<file path="config.mk">
export PLATFORM = sky130hd
export DESIGN_NAME = rom_addr_sequencer
export DESIGN_NICKNAME = d
export VERILOG_FILES = /design/src/rtl/rom_addr_sequencer_pkg.sv /design/src/rtl/btn_debounce.sv /design/src/rtl/rom_addr_sequencer.sv
export SDC_FILE = /design/constraint.sdc
export NUM_CORES = 1
export LEC_CHECK = 0
export BUFFER_PORTS_ARGS = -buffer_cell sky130_fd_sc_hd__buf_2
export CORE_AREA = 3 3 64 66
export CTS_CLUSTER_DIAMETER = 30
export DETAILED_ROUTE_END_ITERATION = 12
export DIE_AREA = 0 0 67 69
export HOLD_SLACK_MARGIN = 0.1
export SKIP_LAST_GASP = 1
export SYNTH_ARGS = -nofsm -noshare
export SYNTH_HDL_FRONTEND = slang
export SYNTH_SLANG_ARGS = --single-unit
</file>
<file path="constraint.sdc">
create_clock -name Clk -period 3.35 [get_ports Clk]
set_input_delay 0.335 -clock Clk [delete_from_list [all_inputs] [get_ports Clk]]
set_output_delay 0.335 -clock Clk [all_outputs]
set_load 0.02 [all_outputs]
</file>
<file path="src/rtl/rom_addr_sequencer_pkg.sv">
// Shared definitions for the ROM address sequencer: the default address width
// and the run/pause state encoding.
package rom_addr_sequencer_pkg;

   localparam int ADDR_W_DEFAULT = 11;

   typedef enum logic [1:0] {
      RUN_UP   = 2'd0,
      RUN_DOWN = 2'd1,
      PAUSE    = 2'd2
   } seqState_e;

endpackage

</file>
<file path="src/rtl/btn_debounce.sv">
// Push-button conditioner: 2-flop synchronizer, counter debounce and
// rising-edge detect producing a one-cycle Press pulse.
module btn_debounce #(
   parameter int DEB_CYCLES = 16
) (
   input  logic Clk,
   input  logic Rst,
   input  logic BtnIn,
   output logic Press
);

   localparam int CNT_W = (DEB_CYCLES > 1) ? $clog2(DEB_CYCLES) : 1;
   localparam logic [CNT_W-1:0] CNT_LAST = CNT_W'(DEB_CYCLES - 1);

   logic             sync1;
   logic             sync2;
   logic             debLevel;
   logic             debLevelDly;
   logic [CNT_W-1:0] stableCnt;

   // Bring the raw button into the Clk domain before anything looks at it.
   always_ff @(posedge Clk or negedge Rst) begin
      if (!Rst) begin
         sync1 <= 1'b0;
         sync2 <= 1'b0;
      end else begin
         sync1 <= BtnIn;
         sync2 <= sync1;
      end
   end

   // Count consecutive cycles the synchronized level disagrees with the
   // accepted level; any agreement restarts the count, so glitches vanish.
   always_ff @(posedge Clk or negedge Rst) begin
      if (!Rst) begin
         debLevel  <= 1'b0;
         stableCnt <= '0;
      end else if (sync2 == debLevel) begin
         stableCnt <= '0;
      end else if (stableCnt == CNT_LAST) begin
         debLevel  <= sync2;
         stableCnt <= '0;
      end else begin
         stableCnt <= stableCnt + CNT_W'(1);
      end
   end

   // Delayed copy of the accepted level for edge detection.
   always_ff @(posedge Clk or negedge Rst) begin
      if (!Rst) begin
         debLevelDly <= 1'b0;
      end else begin
         debLevelDly <= debLevel;
      end
   end

   assign Press = debLevel & ~debLevelDly;

endmodule

</file>
<file path="src/rtl/rom_addr_sequencer.sv">
// Steps a ROM address through a window on each ClkEnable tick, either
// wrapping or bouncing at the ends, with a debounced pause/resume button.
module rom_addr_sequencer
   import rom_addr_sequencer_pkg::*;
#(
   parameter int ADDR_W     = ADDR_W_DEFAULT,
   parameter int START_ADDR = 0,
   parameter int END_ADDR   = 31,
   parameter int PINGPONG   = 0,
   parameter int DEB_CYCLES = 16
) (
   input  logic              Clk,
   input  logic              Rst,
   input  logic              ClkEnable,
   input  logic              BtnIn,
   output logic [ADDR_W-1:0] Address,
   output logic              Paused,
   output logic              Wrap
);

   localparam logic [ADDR_W-1:0] START_A = ADDR_W'(START_ADDR);
   localparam logic [ADDR_W-1:0] END_A   = ADDR_W'(END_ADDR);

   seqState_e         stateQ,   stateNext;
   logic [ADDR_W-1:0] addrQ,    addrNext;
   logic              savedUpQ, savedUpNext;
   logic              wrapQ,    wrapNext;
   logic              press;

   btn_debounce #(
      .DEB_CYCLES(DEB_CYCLES)
   ) uDebounce (
      .Clk  (Clk),
      .Rst  (Rst),
      .BtnIn(BtnIn),
      .Press(press)
   );

   // State, address, saved direction and the Wrap pulse are all registered.
   always_ff @(posedge Clk or negedge Rst) begin
      if (!Rst) begin
         stateQ   <= RUN_UP;
         addrQ    <= START_A;
         savedUpQ <= 1'b1;
         wrapQ    <= 1'b0;
      end else begin
         stateQ   <= stateNext;
         addrQ    <= addrNext;
         savedUpQ <= savedUpNext;
         wrapQ    <= wrapNext;
      end
   end

   // A press takes priority over a tick, so the address never moves in the
   // cycle the sequencer is paused or resumed.
   always_comb begin
      stateNext   = stateQ;
      addrNext    = addrQ;
      savedUpNext = savedUpQ;
      wrapNext    = 1'b0;
      case (stateQ)
         RUN_UP: begin
            if (press) begin
               stateNext   = PAUSE;
               savedUpNext = 1'b1;
            end else if (ClkEnable) begin
               if (addrQ == END_A) begin
                  wrapNext = 1'b1;
                  if (PINGPONG != 0) begin
                     stateNext = RUN_DOWN;
                     addrNext  = END_A - ADDR_W'(1);
                  end else begin
                     addrNext = START_A;
                  end
               end else begin
                  addrNext = addrQ + ADDR_W'(1);
               end
            end
         end
         RUN_DOWN: begin
            if (press) begin
               stateNext   = PAUSE;
               savedUpNext = 1'b0;
            end else if (ClkEnable) begin
               if (addrQ == START_A) begin
                  wrapNext  = 1'b1;
                  stateNext = RUN_UP;
                  addrNext  = START_A + ADDR_W'(1);
               end else begin
                  addrNext = addrQ - ADDR_W'(1);
               end
            end
         end
         PAUSE: begin
            if (press) begin
               stateNext = savedUpQ ? RUN_UP : RUN_DOWN;
            end
         end
         default: begin
            stateNext = RUN_UP;
         end
      endcase
   end

   assign Address = addrQ;
   assign Paused  = (stateQ == PAUSE);
   assign Wrap    = wrapQ;

endmodule

</file>
==> run_results.csv <==
group,metric,value,unit
clocking,cts_sinks,23,
drt,post_detailed_routing_wire_length,3.31,mm
yosys,synth_adder_area_share,3.54,%
yosys,ys_async_sr_fraction,100,%
pwr,power.switching_fraction,41.0,%
pwr,share_comb_of_total_power,28.5,%
timing,layout_worst_path_cycle_share,65.9,%
yosys,synthesis.area_per_instance,8.90,um^2
yosys,post_synth_mux_area_share,1.50,%
timing,rsz_0062_raised_after_global_routing,"no",
setup_path,slowest_stage,"sky130_fd_sc_hd__or4b_4",
floorplan,core_area,3630,um^2
floorplan,die-height,69,um
layout,final_layout_size_suffix_gt1_share,18.1,%
drt,number_of_vias_in_the_routed_layout,1285,
timing,period_needed,2.21,ns
setup_path,start_kind,"flip-flop",
pwr,fin_total_pwr,838,uW
yosys,number_of_flops_mapped_to_enable_cells_by_yosys,0,
clocking,cts_root_buf,"sky130_fd_sc_hd__clkbuf_8",
setup_path,timing.critical_path.to_type,"flip-flop",
setup_path,crit_buf_inv,1,
clocking,post_cts_setup_bufs,0,
yosys,synth-xor-area-share,1.24,%
pwr,relative_contribution_of_the_clock_network_to_total_power,22.4,%
flow_run,cap_violations,0,
global_routing,grt_first_pass_wirelength,5.52,mm
yosys,synthTopCellsByArea,"sky130_fd_sc_hd__dfrtp_1 39%, sky130_fd_sc_hd__nand3_1 4.2%, sky130_fd_sc_hd__o21ai_0 3.9%, sky130_fd_sc_hd__a21oi_1 3.5%, sky130_fd_sc_hd__ha_1 3.5%",
yosys,synth_top_family_by_area,"simple AND/OR/NAND/NOR gates",
timing,max_slew_margin,63.1,%
place,hpwlAfterDp,2.38,mm
global_routing,grt_use_total,14.9,%
yosys,netlist_top_cells_count,"22 x sky130_fd_sc_hd__dfrtp_1, 12 x sky130_fd_sc_hd__nand3_1, 12 x sky130_fd_sc_hd__nor2_1",
floorplan,floorplan.die_area,4620,um^2
global_routing,first_global_vias,1170,
yosys,synth_top_area_share,38.9,%
floorplan,initial_utilization,38.9,%
setup_path,timing.critical_path.required,3.50,ns
outcome,run_status,"completed",
floorplan,dieWidth,67,um
drt,route.detailed.wl_per_inst,15.1,um
pwr,power.leakage,0.601,nW
yosys,netlist_area,1420,um^2
timing,drv_slew,0,
yosys,synth_cell_types,45,
pwr,worst_ir_drop_vdd,0.279,mV
clocking,cts_tree,"built",
clocking,cts_max_path_buffers,2,
drt,route.antenna.remaining_nets,0,
yosys,yosysMostFrequentCell,"sky130_fd_sc_hd__dfrtp_1",
timing,report.final.hold_viol_count,0,
yosys,synth.yosys.warnings,0,
setup_path,setup.worst_path.class,"flip-flop to flip-flop",
drt,dr.pass1.iters,4,
min_path,hold_path.class,"input pin to flip-flop",
timing,finalSetupViolations,0,
timing,final.setup_skew,0.00696,ns
clocking,numCtsBuffers,3,
pwr,power.density_cell_area,531,nW/um^2
setup_path,crit_chain,"inv_1 -> ha_1 -> or4b_4 -> o31ai_4 -> nor2_2 -> a221oi_2 -> a31oi_1",
yosys,synth_largest_area_cell,"sky130_fd_sc_hd__dfrtp_1",
timing,worst_slew_pin_slew,0.553,ns
yosys,netlist_instances,159,
yosys,synth_nets,167,
setup_path,crit_fanout,9,
pwr,p_int,494,uW
pwr,power_frac_seq,49.1,%
pwr,p_sw,344,uW
setup_path,critPathArrivalTime,2.35,ns
place,port_buffers,16,
floorplan,io-pin-count,17,
layout,max_ffs_per_register,11,
setup_path,path_delay_family,"compound AO/OA/AOI/OAI gates",
place,gp_routability_congestion,0.967,
drt,drcViolationCount,0,
timing,fmaxAchievable,453,MHz
layout,area_growth,11.5,%
clocking,cts_hold_repair.buffers,1,
clocking,ctsResizeCount,0,
layout,multi_input_comb_area,768,um^2
global_routing,grt_overflow_total,0,
yosys,post_synth_and_or_nand_nor_area_fraction,25.2,%
clocking,clkSlewWorstSetupHoldPaths,0.10,ns
yosys,synth-compound-area-share,22.8,%
yosys,synth.yosys.seq_area_share,40.8,%
layout,antennaDiodeCount,0,
layout,fill_cells,375,
floorplan,placement_row_count,22,
setup_path,slowest_delay,0.49,ns
drt,starting_drt_drc_count,105,
layout,fin_nets,180,
layout,area.sequential,577,um^2
clocking,worst_skew_pair.late_latency,0.27,ns
global_routing,grt_start_max_net_pins,24,
yosys,ys.flop_type,"sky130_fd_sc_hd__dfrtp_1",
clocking,cts_h_tree_depth,1,
yosys,ys_ff_latch,23,
timing,fin_tns_setup,0,ns
drt,via_per_inst,5.87,
global_routing,number_of_antenna_violations_at_the_first_check_in_global_routing,0,
[power groups by stage]
stage	sequential (mW)	combinational (mW)	clock [mW]
2_1_floorplan	0.411	0.175	0
3_3_place_gp	0.411	0.235	0
4_1_cts	0.410	0.238	0.190
6_report	0.412	0.239	0.187
5_1_grt	0.425	0.264	0.204
3_5_place_dp	0.416	0.235	0
[layout make-up]
cell class	instances	share of cell area (%)
clock buffers	3	2.62
clock inverters	1	0.476
inverters	5	1.19
multi-input cells	120	48.7
flip-flops and latches	23	36.6
well taps	48	3.81
repair buffers	19	6.66
[layer usage]
layer / vias up / track usage, % / routed length [um]
li1: 623 / - / -
met1: 602 / 23.3 / 1610
met2: 58 / 21.1 / 1460
met3: 2 / 2.44 / 229
met4: 0 / 3.38 / 19
met5: - / 0 / 0
[path summary, 6_finish.rpt]
path,start,to,slack (ns),cells after the start
max reg2reg,Address[0],Address[3],1.14,7
max in group asynchronous,Rst,savedUpQ,2.42,2
min in group asynchronous,Rst,Address[7],0.56,2
max,Address[0],Address[3],1.14,7
min reg2reg,uDebounce.sync1,uDebounce.sync2,0.36,0
min,BtnIn,uDebounce.sync1,0.17,1
[stage by stage]
| step | setup slack [ns] | instance area (um^2) | instances | hold WS [ns] | util [%] |
|---|---|---|---|---|---|
| final | 1.14 | 1580 | 219 | 0.167 | 43.4 |
| after global routing | 1.05 | 1580 | 219 | 0.157 | 43.4 |
| after CTS | 1.15 | 1580 | 219 | 0.162 | 43.4 |
| after detailed placement | 1.15 | 1520 | 214 | 0.343 | 41.8 |
| after global placement | 1.26 | 1520 | 214 | 0.334 | 41.8 |
| after floorplan | 1.28 | 1420 | 159 | 0.0394 | - |
[placed cells by master (no fill, tap or decap), types with 4 or more instances in the layout]
cell type                  netlist  layout
sky130_fd_sc_hd__o21ai_0        11      11
sky130_fd_sc_hd__nor3_1          9       9
sky130_fd_sc_hd__or3_1           5       5
sky130_fd_sc_hd__inv_1           5       5
sky130_fd_sc_hd__o211ai_1        5       5
sky130_fd_sc_hd__a21oi_1        10      10
sky130_fd_sc_hd__nand3_1        12      12
sky130_fd_sc_hd__nand2_1         6       6
sky130_fd_sc_hd__dfrtp_1        22      22
sky130_fd_sc_hd__buf_2           2      16
sky130_fd_sc_hd__nor2_1         12      12
sky130_fd_sc_hd__ha_1            4       4
[cell families (layout without fill, tap and decap cells)]
kind of cell | after synthesis | in the layout
simple gates | 65 | 65
flops | 23 | 23
compound gates | 47 | 47
fa+ha+maj | 4 | 4
buf+inv | 16 | 28
mux | 2 | 2
xor+xnor | 2 | 2
Note: power is estimated with default switching activity, not from simulation.
